**src/rtl/if_id_pkg.sv**
```systemverilog
// rtl/if_id_pkg.sv - shared constants, entry type and sizing helper for the IF/ID queue
package if_id_pkg;

  localparam int IF_ID_ADDR_W = 32;
  localparam int IF_ID_INST_W = 32;

  localparam logic [IF_ID_ADDR_W-1:0] ZERO_ADDR = '0;
  localparam logic [IF_ID_INST_W-1:0] ZERO_INST = '0;

  typedef struct packed {
    logic [IF_ID_ADDR_W-1:0] pc;
    logic [IF_ID_INST_W-1:0] inst;
  } if_id_entry_t;

  // Pointer width never collapses to zero bits, even for a degenerate depth.
  function automatic int ptr_w(input int depth);
    return (depth > 1) ? $clog2(depth) : 1;
  endfunction

endpackage

```
**src/rtl/if_id_queue_mem.sv**
```systemverilog
// rtl/if_id_queue_mem.sv - entry storage: one write port, one asynchronous read port
module if_id_queue_mem
  import if_id_pkg::*;
#(
  parameter int DEPTH = 4,
  parameter int ENT_W = 64
) (
  input  logic                       clk_in,
  input  logic                       we_in,
  input  logic [ptr_w(DEPTH)-1:0]    waddr_in,
  input  logic [ENT_W-1:0]           wdata_in,
  input  logic [ptr_w(DEPTH)-1:0]    raddr_in,
  output logic [ENT_W-1:0]           rdata_out
);

  logic [ENT_W-1:0] r_mem [DEPTH];

  always_ff @(posedge clk_in) begin
    if (we_in) begin
      r_mem[waddr_in] <= wdata_in;
    end
  end

  assign rdata_out = r_mem[raddr_in];

endmodule

```
**src/rtl/if_id_queue.sv**
```systemverilog
// rtl/if_id_queue.sv - IF->ID decoupling queue with bypass and registered ID-facing output
module if_id_queue
  import if_id_pkg::*;
#(
  parameter int ADDR_W = 32,
  parameter int INST_W = 32,
  parameter int DEPTH  = 4
) (
  input  logic                         clk_in,
  input  logic                         rst_in,
  input  logic                         flush_in,
  input  logic                         stall_in,
  input  logic                         inst_valid_in,
  input  logic [ADDR_W-1:0]            pc_in,
  input  logic [INST_W-1:0]            inst_in,
  output logic                         ready_out,
  output logic [$clog2(DEPTH+1)-1:0]   count_out,
  output logic                         valid_out,
  output logic [ADDR_W-1:0]            pc_out,
  output logic [INST_W-1:0]            inst_out
);

  localparam int PTR_W = ptr_w(DEPTH);
  localparam int CNT_W = $clog2(DEPTH + 1);
  localparam int ENT_W = ADDR_W + INST_W;
  localparam logic [CNT_W-1:0] CNT_FULL = CNT_W'(DEPTH);
  localparam logic [ADDR_W-1:0] PC_ZERO = ADDR_W'(ZERO_ADDR);
  localparam logic [INST_W-1:0] INST_ZERO = INST_W'(ZERO_INST);

  logic [PTR_W-1:0]  r_wr_ptr;
  logic [PTR_W-1:0]  r_rd_ptr;
  logic [CNT_W-1:0]  r_count;
  logic              r_valid;
  logic [ADDR_W-1:0] r_pc;
  logic [INST_W-1:0] r_inst;

  logic              w_ready;
  logic              w_push;
  logic              w_have;
  logic              w_pop;
  logic              w_bypass;
  logic              w_wr_en;
  logic [ENT_W-1:0]  w_head;

  assign w_ready  = (r_count != CNT_FULL);
  assign w_push   = inst_valid_in & w_ready & ~flush_in;
  assign w_have   = (r_count != '0);
  assign w_pop    = ~stall_in & w_have;
  // An empty, unstalled queue hands the fetch straight to the output register.
  assign w_bypass = ~stall_in & ~w_have & w_push;
  assign w_wr_en  = w_push & ~w_bypass & rst_in;

  if_id_queue_mem #(
    .DEPTH (DEPTH),
    .ENT_W (ENT_W)
  ) u_mem (
    .clk_in    (clk_in),
    .we_in     (w_wr_en),
    .waddr_in  (r_wr_ptr),
    .wdata_in  ({pc_in, inst_in}),
    .raddr_in  (r_rd_ptr),
    .rdata_out (w_head)
  );

  always_ff @(posedge clk_in) begin
    if (!rst_in || flush_in) begin
      r_wr_ptr <= '0;
      r_rd_ptr <= '0;
      r_count  <= '0;
      r_valid  <= 1'b0;
      r_pc     <= PC_ZERO;
      r_inst   <= INST_ZERO;
    end else begin
      if (w_wr_en) begin
        r_wr_ptr <= r_wr_ptr + PTR_W'(1);
      end
      if (w_pop) begin
        r_rd_ptr <= r_rd_ptr + PTR_W'(1);
      end
      if (w_wr_en && !w_pop) begin
        r_count <= r_count + CNT_W'(1);
      end else if (!w_wr_en && w_pop) begin
        r_count <= r_count - CNT_W'(1);
      end

      if (!stall_in) begin
        if (w_have) begin
          r_valid <= 1'b1;
          r_pc    <= w_head[ENT_W-1:INST_W];
          r_inst  <= w_head[INST_W-1:0];
        end else if (w_push) begin
          r_valid <= 1'b1;
          r_pc    <= pc_in;
          r_inst  <= inst_in;
        end else begin
          r_valid <= 1'b0;
          r_pc    <= PC_ZERO;
          r_inst  <= INST_ZERO;
        end
      end
    end
  end

  assign ready_out = w_ready;
  assign count_out = r_count;
  assign valid_out = r_valid;
  assign pc_out    = r_pc;
  assign inst_out  = r_inst;

endmodule

```
**config.mk**
```make
export PLATFORM = sky130hd
export DESIGN_NAME = if_id_queue
export DESIGN_NICKNAME = d
export VERILOG_FILES = /design/src/rtl/if_id_pkg.sv /design/src/rtl/if_id_queue_mem.sv /design/src/rtl/if_id_queue.sv
export SDC_FILE = /design/constraint.sdc
export NUM_CORES = 1
export LEC_CHECK = 0
export BUFFER_PORTS_ARGS = -buffer_cell sky130_fd_sc_hd__buf_4
export CAP_MARGIN = 15
export CORE_MARGIN = 4
export CORE_UTILIZATION = 50
export CTS_CLUSTER_SIZE = 40
export DETAILED_ROUTE_END_ITERATION = 7
export PLACE_DENSITY = 0.7
export SETUP_SLACK_MARGIN = 0.15
export SYNTH_ARGS = -nofsm -noshare
export SYNTH_HDL_FRONTEND = slang
export SYNTH_SLANG_ARGS = --single-unit
```
**constraint.sdc**
```tcl
create_clock -name clk_in -period 7.09 [get_ports clk_in]
set_input_delay 1.418 -clock clk_in [delete_from_list [all_inputs] [get_ports clk_in]]
set_output_delay 1.418 -clock clk_in [all_outputs]
set_load 0.01 [all_outputs]
```
# Yosys cells after proc, flatten, opt, wreduce, memory -nomap -nowiden

Memories as Yosys holds them, arrays and structs flattened. A register that Yosys moved wholly into a read port is not among the register bits.
Index checks and enable logic that the tools add are counted.

Register bits: 72
Memory bits (writable): 256
Bits of input ports: 69
Output and inout port bits: 69
Memories: 1

Memories:

| name        | words | width | rd ports | clocked after Yosys merged registers in | wr ports | RTL line              | source |
|---|---|---|---|---|---|---|---|
| u_mem.r_mem | 4     | 64    | 1        | 1                                       | 1        | if_id_queue_mem.sv:16 | `logic [ENT_W-1:0] r_mem [DEPTH];` |

Add/sub/neg operators: 4
Equality and inequality tests: 1
Muxes and demuxes: 12
Bitwise operators: 11
Reductions and logical operators: 8

Operators with widths:

| kind                                                                | count |
|---|---|
| 32-bit 2-to-1 mux                                                   | 4 |
| 1-bit bitwise AND                                                   | 7 |
| 3-bit 2-to-1 mux                                                    | 2 |
| 2-bit by 1-bit adder with 2-bit output (second input constant)      | 2 |
| 1-bit 2-to-1 mux                                                    | 4 |
| 2-bit 2-to-1 mux                                                    | 2 |
| 1-bit NOT                                                           | 4 |
| 3-bit by 1-bit adder with 3-bit output (second input constant)      | 1 |
| 1-bit logical NOT                                                   | 3 |
| 3-bit != test (second input constant)                               | 1 |
| 3-bit nonzero test                                                  | 1 |
| 3-bit by 1-bit subtractor with 3-bit output (second input constant) | 1 |
| 1-bit logical AND                                                   | 2 |
| 2-bit nonzero test                                                  | 1 |
| 1-bit logical OR                                                    | 1 |

# Depth between registers and ports, before layout

Word-level depth: 11
Gate-level depth with buffers: 10

# Hierarchy

A second synthesis with hierarchy kept.

Cells, all modules: 608
Area, all modules: 12279.3 sq um

Modules (own cells, without submodules):

| module          | instances | cells each | area each (sq um) | seq. area each (sq um) |
|---|---|---|---|---|
| if_id_queue_mem | 1         | 338        | 9341.5            | 7687.4 |
| if_id_queue     | 1         | 270        | 2937.8            | 1441.4 |

# Worst setup path before layout

No wires, ideal clock.

Kind: in2reg
Start: input port stall_in
End: memory u_mem.r_mem[0][0] (enable)
Data arrival time: 3.520 ns
Slack: 3.141 ns
Stages on the path: 5
Cell sequence: buf_6 -> nor2b_1 -> o31ai_2 -> nor2_1 -> and2_1

Cells in the longest elaborated chain, start to end: 8

RTL lines:

| item                                   | RTL line              | source |
|---|---|---|
| start: declaration                     | if_id_queue.sv:12     | `input logic stall_in,` |
| 1-bit NOT                              | if_id_queue.sv:50     | `assign w_bypass = ~stall_in & ~w_have & w_push;` |
| 1-bit bitwise AND (2 in series)        | if_id_queue.sv:50     |  |
| 1-bit NOT                              | if_id_queue.sv:51     | `assign w_wr_en = w_push & ~w_bypass & rst_in;` |
| 1-bit bitwise AND (2 in series)        | if_id_queue.sv:51     |  |
| named net u_mem.we_in                  | if_id_queue_mem.sv:9  | `input logic we_in,` |
| 1-bit 2-to-1 mux                       | if_id_queue_mem.sv:19 | `if (we_in) begin` |
| 1-bit 2-to-1 mux (implied by the code) | if_id_queue_mem.sv:20 | `r_mem[waddr_in] <= wdata_in;` |
| end: declaration                       | if_id_queue_mem.sv:16 |  |

The timed path passes the listed nets, and every way through them passes these cells.

# Final worst setup path

Start: input port stall_in
End: register r_count[2], in the netlist count_out[2]

Cells in the longest elaborated chain, start to end: 9
Elaborated cells between the ends (all ways): 13
Classes of those cells: mux: 1; bitwise: 7; reduce/logical: 5

RTL lines:

| item                                | RTL line             | source |
|---|---|---|
| 1-bit NOT (*)                       | if_id_queue.sv:50    |  |
| 1-bit bitwise AND (*) (2 in series) | if_id_queue.sv:50    |  |
| 1-bit NOT (*)                       | if_id_queue.sv:51    |  |
| 1-bit bitwise AND (*) (2 in series) | if_id_queue.sv:51    |  |
| named net u_mem.we_in               | if_id_queue_mem.sv:9 |  |
| 1-bit logical NOT                   | if_id_queue.sv:82    | `end else if (!w_wr_en && w_pop) begin` |
| 1-bit logical AND                   | if_id_queue.sv:82    |  |
| 2-bit nonzero test (no line)        | -                    |  |
| end signal: assignment              | if_id_queue.sv:81    | `r_count <= r_count + CNT_W'(1);` |
| end signal: assignment              | if_id_queue.sv:83    | `r_count <= r_count - CNT_W'(1);` |
| end: declaration                    | if_id_queue.sv:32    | `logic [CNT_W-1:0] r_count;` |

Mark *: on every way through the listed nets, which the timed path passes. The rest lies on a longest branch.
A chain may end at the register's enable or synchronous reset.

==> key figures <==
Global routing
  – Initial antenna violation count: 0
  – Total GRT Usage: 0.179
  – First-pass GRT wire length: 37.7 mm
  – Total gr overflow: 0
  – Vias in the first global route: 6898
  – Largest net degree at the start of global routing: 75

Clock network
  – Clock root cell: clkbuf_16
  – TritonCTS clock tree: yes
  – CTS max path bufs: 3
  – CTS clk-pin slew, worst paths: 0.06 ns
  – Buffer count from post-CTS setup fixing: 0
  – Hold-fix buffers, CTS: 0
  – H-tree depth: 1
  – Clock sink count: 330
  – Clk_lat worst skew: around 0.55 ns
  – PostCTS Resize Cnt: 0
  – CTS Buf Count: 31

Critical path
  – Buf/Inv on CP: 3
  – Crit path max fanout: 39
  – Most used cell, CP: buf_4
  – CP startpoint: stall_in
  – CP max-delay cell: buf_4
  – R2r endpoint: count_out[2]
  – CP Data Arrival Time: 4.20 ns
  – Critical Path End: count_out[2]
  – R2R cell count: 8
  – Reg-to-reg critical path startpoint: count_out[0]
  – R2R setup slack: about 4.5 ns
  – CP Depth: 11
  – Critical Path Source Type: input pin
  – Worst path cell trace: buf_4 > buf_4 > nor2b_1 > o31ai_2 > nor2_1 > ha_1 > inv_1 > fa_1 > xor2_1 > or3_1 > a21oi_1
  – Required time of the critical path: 7.54 ns
  – Delay-heaviest family, CP: buffers and inverters
  – Worst setup EP type: flip-flop
  – Setup CP Type: in2reg
  – Slowest Stage Delay on Critical Path: 0.46 ns

Die
  – Initial Utilization: 0.506
  – Core area: 24200 sq um
  – Cell Rows: 57
  – Die Area: about 27000 sq um
  – Die width: 164 um
  – Vert. Die Dim: 164 um
  – Io pins: 138

Cells and area
  – Area of the multi-input gates: approximately 2800 sq um
  – Fillers: approximately 1800
  – Design area: 14500 sq um
  – Ant diodes: 0
  – Fin nets: ~880
  – Non-filler cells, final: 1157
  – Layout cell share with drive strength beyond 1: 0.316
  – Area occupied by registers: around 9200 sq um
  – Layout area overhead: 18.5%

Drt
  – WL per Instance: 20.7 um
  – Final WL: around 24 mm
  – Remaining antenna violation count: 0
  – Via-to-Cell Ratio: about 5.6
  – DR iter-0 viols: 476
  – DRT Pass-1 Iters: 5
  – Vias post-DR: about 6400
  – Remaining DRCs: 0

Power
  – Power per standard cell area: 264 nW/um^2
  – Sw frac: 0.199
  – Clock power frac: 0.407
  – Leakage: 4.77 nW
  – NetSw: 0.765 mW
  – Gate power share: 0.042
  – Sequential share of power: 0.551
  – Tot Pwr: 3.84 mW
  – Worst vdd ir: roughly 160 uV
  – Int Power: 3.07 mW

Synth
  – Syn nets: 751
  – Seq cells post-synth: between 300 and 400
  – Main synth FF type: edfxtp_1
  – Yosys Warn Count: 0
  – Post-Syn Area: about 12000 sq um
  – Register area share after synthesis: 0.749
  – Number of flops mapped to enable cells by yosys: 256
  – Post-synthesis cell type count: 35
  – Async SR Flop Fraction: 0
  – Mapped Cells: 676
  – Avg Inst Size Synth: 18.1 sq um

Placement
  – Dpl cell area: 13500 sq um
  – Hpwl dp: 13.6 mm
  – Gpl congestion: 0.716
  – Placed insts: around 1100
  – Pre-CTS WS: 2.80 ns
  – Port Buffer Count: 137

STA
  – Worst relative slew slack: 0.348
  – Final hold vios: 0
  – Setup TNS: 0 ns
  – Final setup viols: 0
  – Worst Tran Pin Value: approximately 0.98 ns
  – Final period util: 0.529
  – Fmax: 0.267 GHz
  – Max-slew violations: 0
  – Min setup slack post-route: 3.34 ns
  – RSZ-0062 raised after global routing: false
  – Crit path time final: 3.75 ns
  – Skew final: about 0.012 ns

Outcome
  – Status: finished clean

Flow run
  – Max-cap viol count: 0

Min path
  – Hold Crit Class: reg2reg
[cell usage after synthesis, types with 2 or more instances]
cell type | number | area (sq um)
buf_1 | 3 | 11.3
a21oi_1 | 2 | 10.0
buf_2 | 9 | 45.0
mux2i_1 | 2 | 20.0
a22oi_1 | 63 | 473
and2_1 | 4 | 25.0
o21ai_1 | 53 | 265
xor2_1 | 3 | 26.3
nand2b_1 | 2 | 12.5
buf_6 | 8 | 90.1
inv_1 | 5 | 18.8
clkbuf_1 | 21 | 78.8
nor2_1 | 10 | 37.5
o21ai_0 | 11 | 55.1
edfxtp_1 | 256 | 7690
mux4_2 | 64 | 1440
ha_1 | 5 | 62.6
xnor2_1 | 2 | 17.5
nand2_1 | 64 | 240
dfxtp_1 | 74 | 1480
[worst reg2reg max path, stage by stage, from the launching register on]
cell,delay [ns]
dfxtp_1,0.45
nor3_1,0.59
or2_2,0.26
ha_1,0.18
inv_1,0.06
fa_1,0.37
xor2_1,0.17
or3_1,0.30
a21oi_1,0.15
[cell usage in the layout (no fill, tap or decap), drive strengths merged, types with 2 or more instances in the layout]
master,synthesis,final
mux4,64,64
nand2,64,64
inv,5,6
nand2b,2,2
mux2i,2,2
nor3,2,2
nor2,10,10
buf,21,143
a21oi,2,2
a22oi,63,63
ha,5,5
clkbuf,22,48
dfxtp,74,74
clkinv,0,8
and2,4,4
xnor2,2,2
edfxtp,256,256
o21ai,64,64
xor2,3,3
[area by class of cell]
| class | instances | share of cell area |
|---|---|---|
| Clock inverter | 9 | 0.00302 |
| Sequential cell | 330 | 0.632 |
| Inverter | 5 | 0.00129 |
| Timing Repair Buffer | 143 | 0.0759 |
| Multi-Input combinational cell | 298 | 0.196 |
| Clock buffer | 48 | 0.0641 |
| Tap cell | 324 | 0.0279 |
[registers in the layout, summed over array words and instances, names as in the netlist, named ones only]
signal	flops
u_mem.r_mem	256
inst_out	32
pc_out	32
count_out	3
r_rd_ptr	2
r_wr_ptr	2
valid_out	1
[worst min-delay path by stage]
| stage | start | to | cells after the start |
|---|---|---|---|
| 6_report | valid_out | valid_out | 2 |
| 5_1_grt | valid_out | valid_out | 2 |
| 4_1_cts | valid_out | valid_out | 2 |
| 3_5_place_dp | valid_out | valid_out | 2 |
| 3_3_place_gp | valid_out | valid_out | 2 |
| 2_1_floorplan | valid_out | valid_out | 2 |
[power by group through the flow]
| stage | clock network [mW] | logic, mW | registers, mW |
|---|---|---|---|
| after global routing | 1.68 | 0.175 | 2.11 |
| after global placement | 0 | 0.154 | 2.15 |
| final | 1.56 | 0.159 | 2.11 |
| after floorplan | 0 | 0.0739 | 2.16 |
| after detailed placement | 0 | 0.160 | 2.16 |
| after CTS | 1.59 | 0.161 | 2.11 |
[cell families after synthesis]
group                      synth area share
DFF                                   0.749
muxes                                 0.119
buffers and inverters                0.0209
and+or+nand+nor                      0.0321
xor gates and xnor gates            0.00358
AOI/OAI and AO/OA                    0.0686
adders and majority gates           0.00674
[per-layer routing]
| layer | routed length, um | up-vias | GRT usage |
|---|---|---|---|
| li1 | - | 2948 | - |
| met1 | 10200 | 3254 | 0.242 |
| met2 | 11800 | 212 | 0.305 |
| met3 | 1600 | 32 | 0.0344 |
| met4 | 340 | 0 | 0.0435 |
| met5 | 0 | - | 0 |
[metrics by stage]
step | util | hold slack, ns
floorplan | - | 0.471
global placement | 0.558 | 0.445
detailed placement | 0.558 | 0.458
CTS | 0.599 | 0.470
global route | 0.600 | 0.507
finish | 0.600 | 0.468
Note: power is estimated with default switching activity, not from simulation.
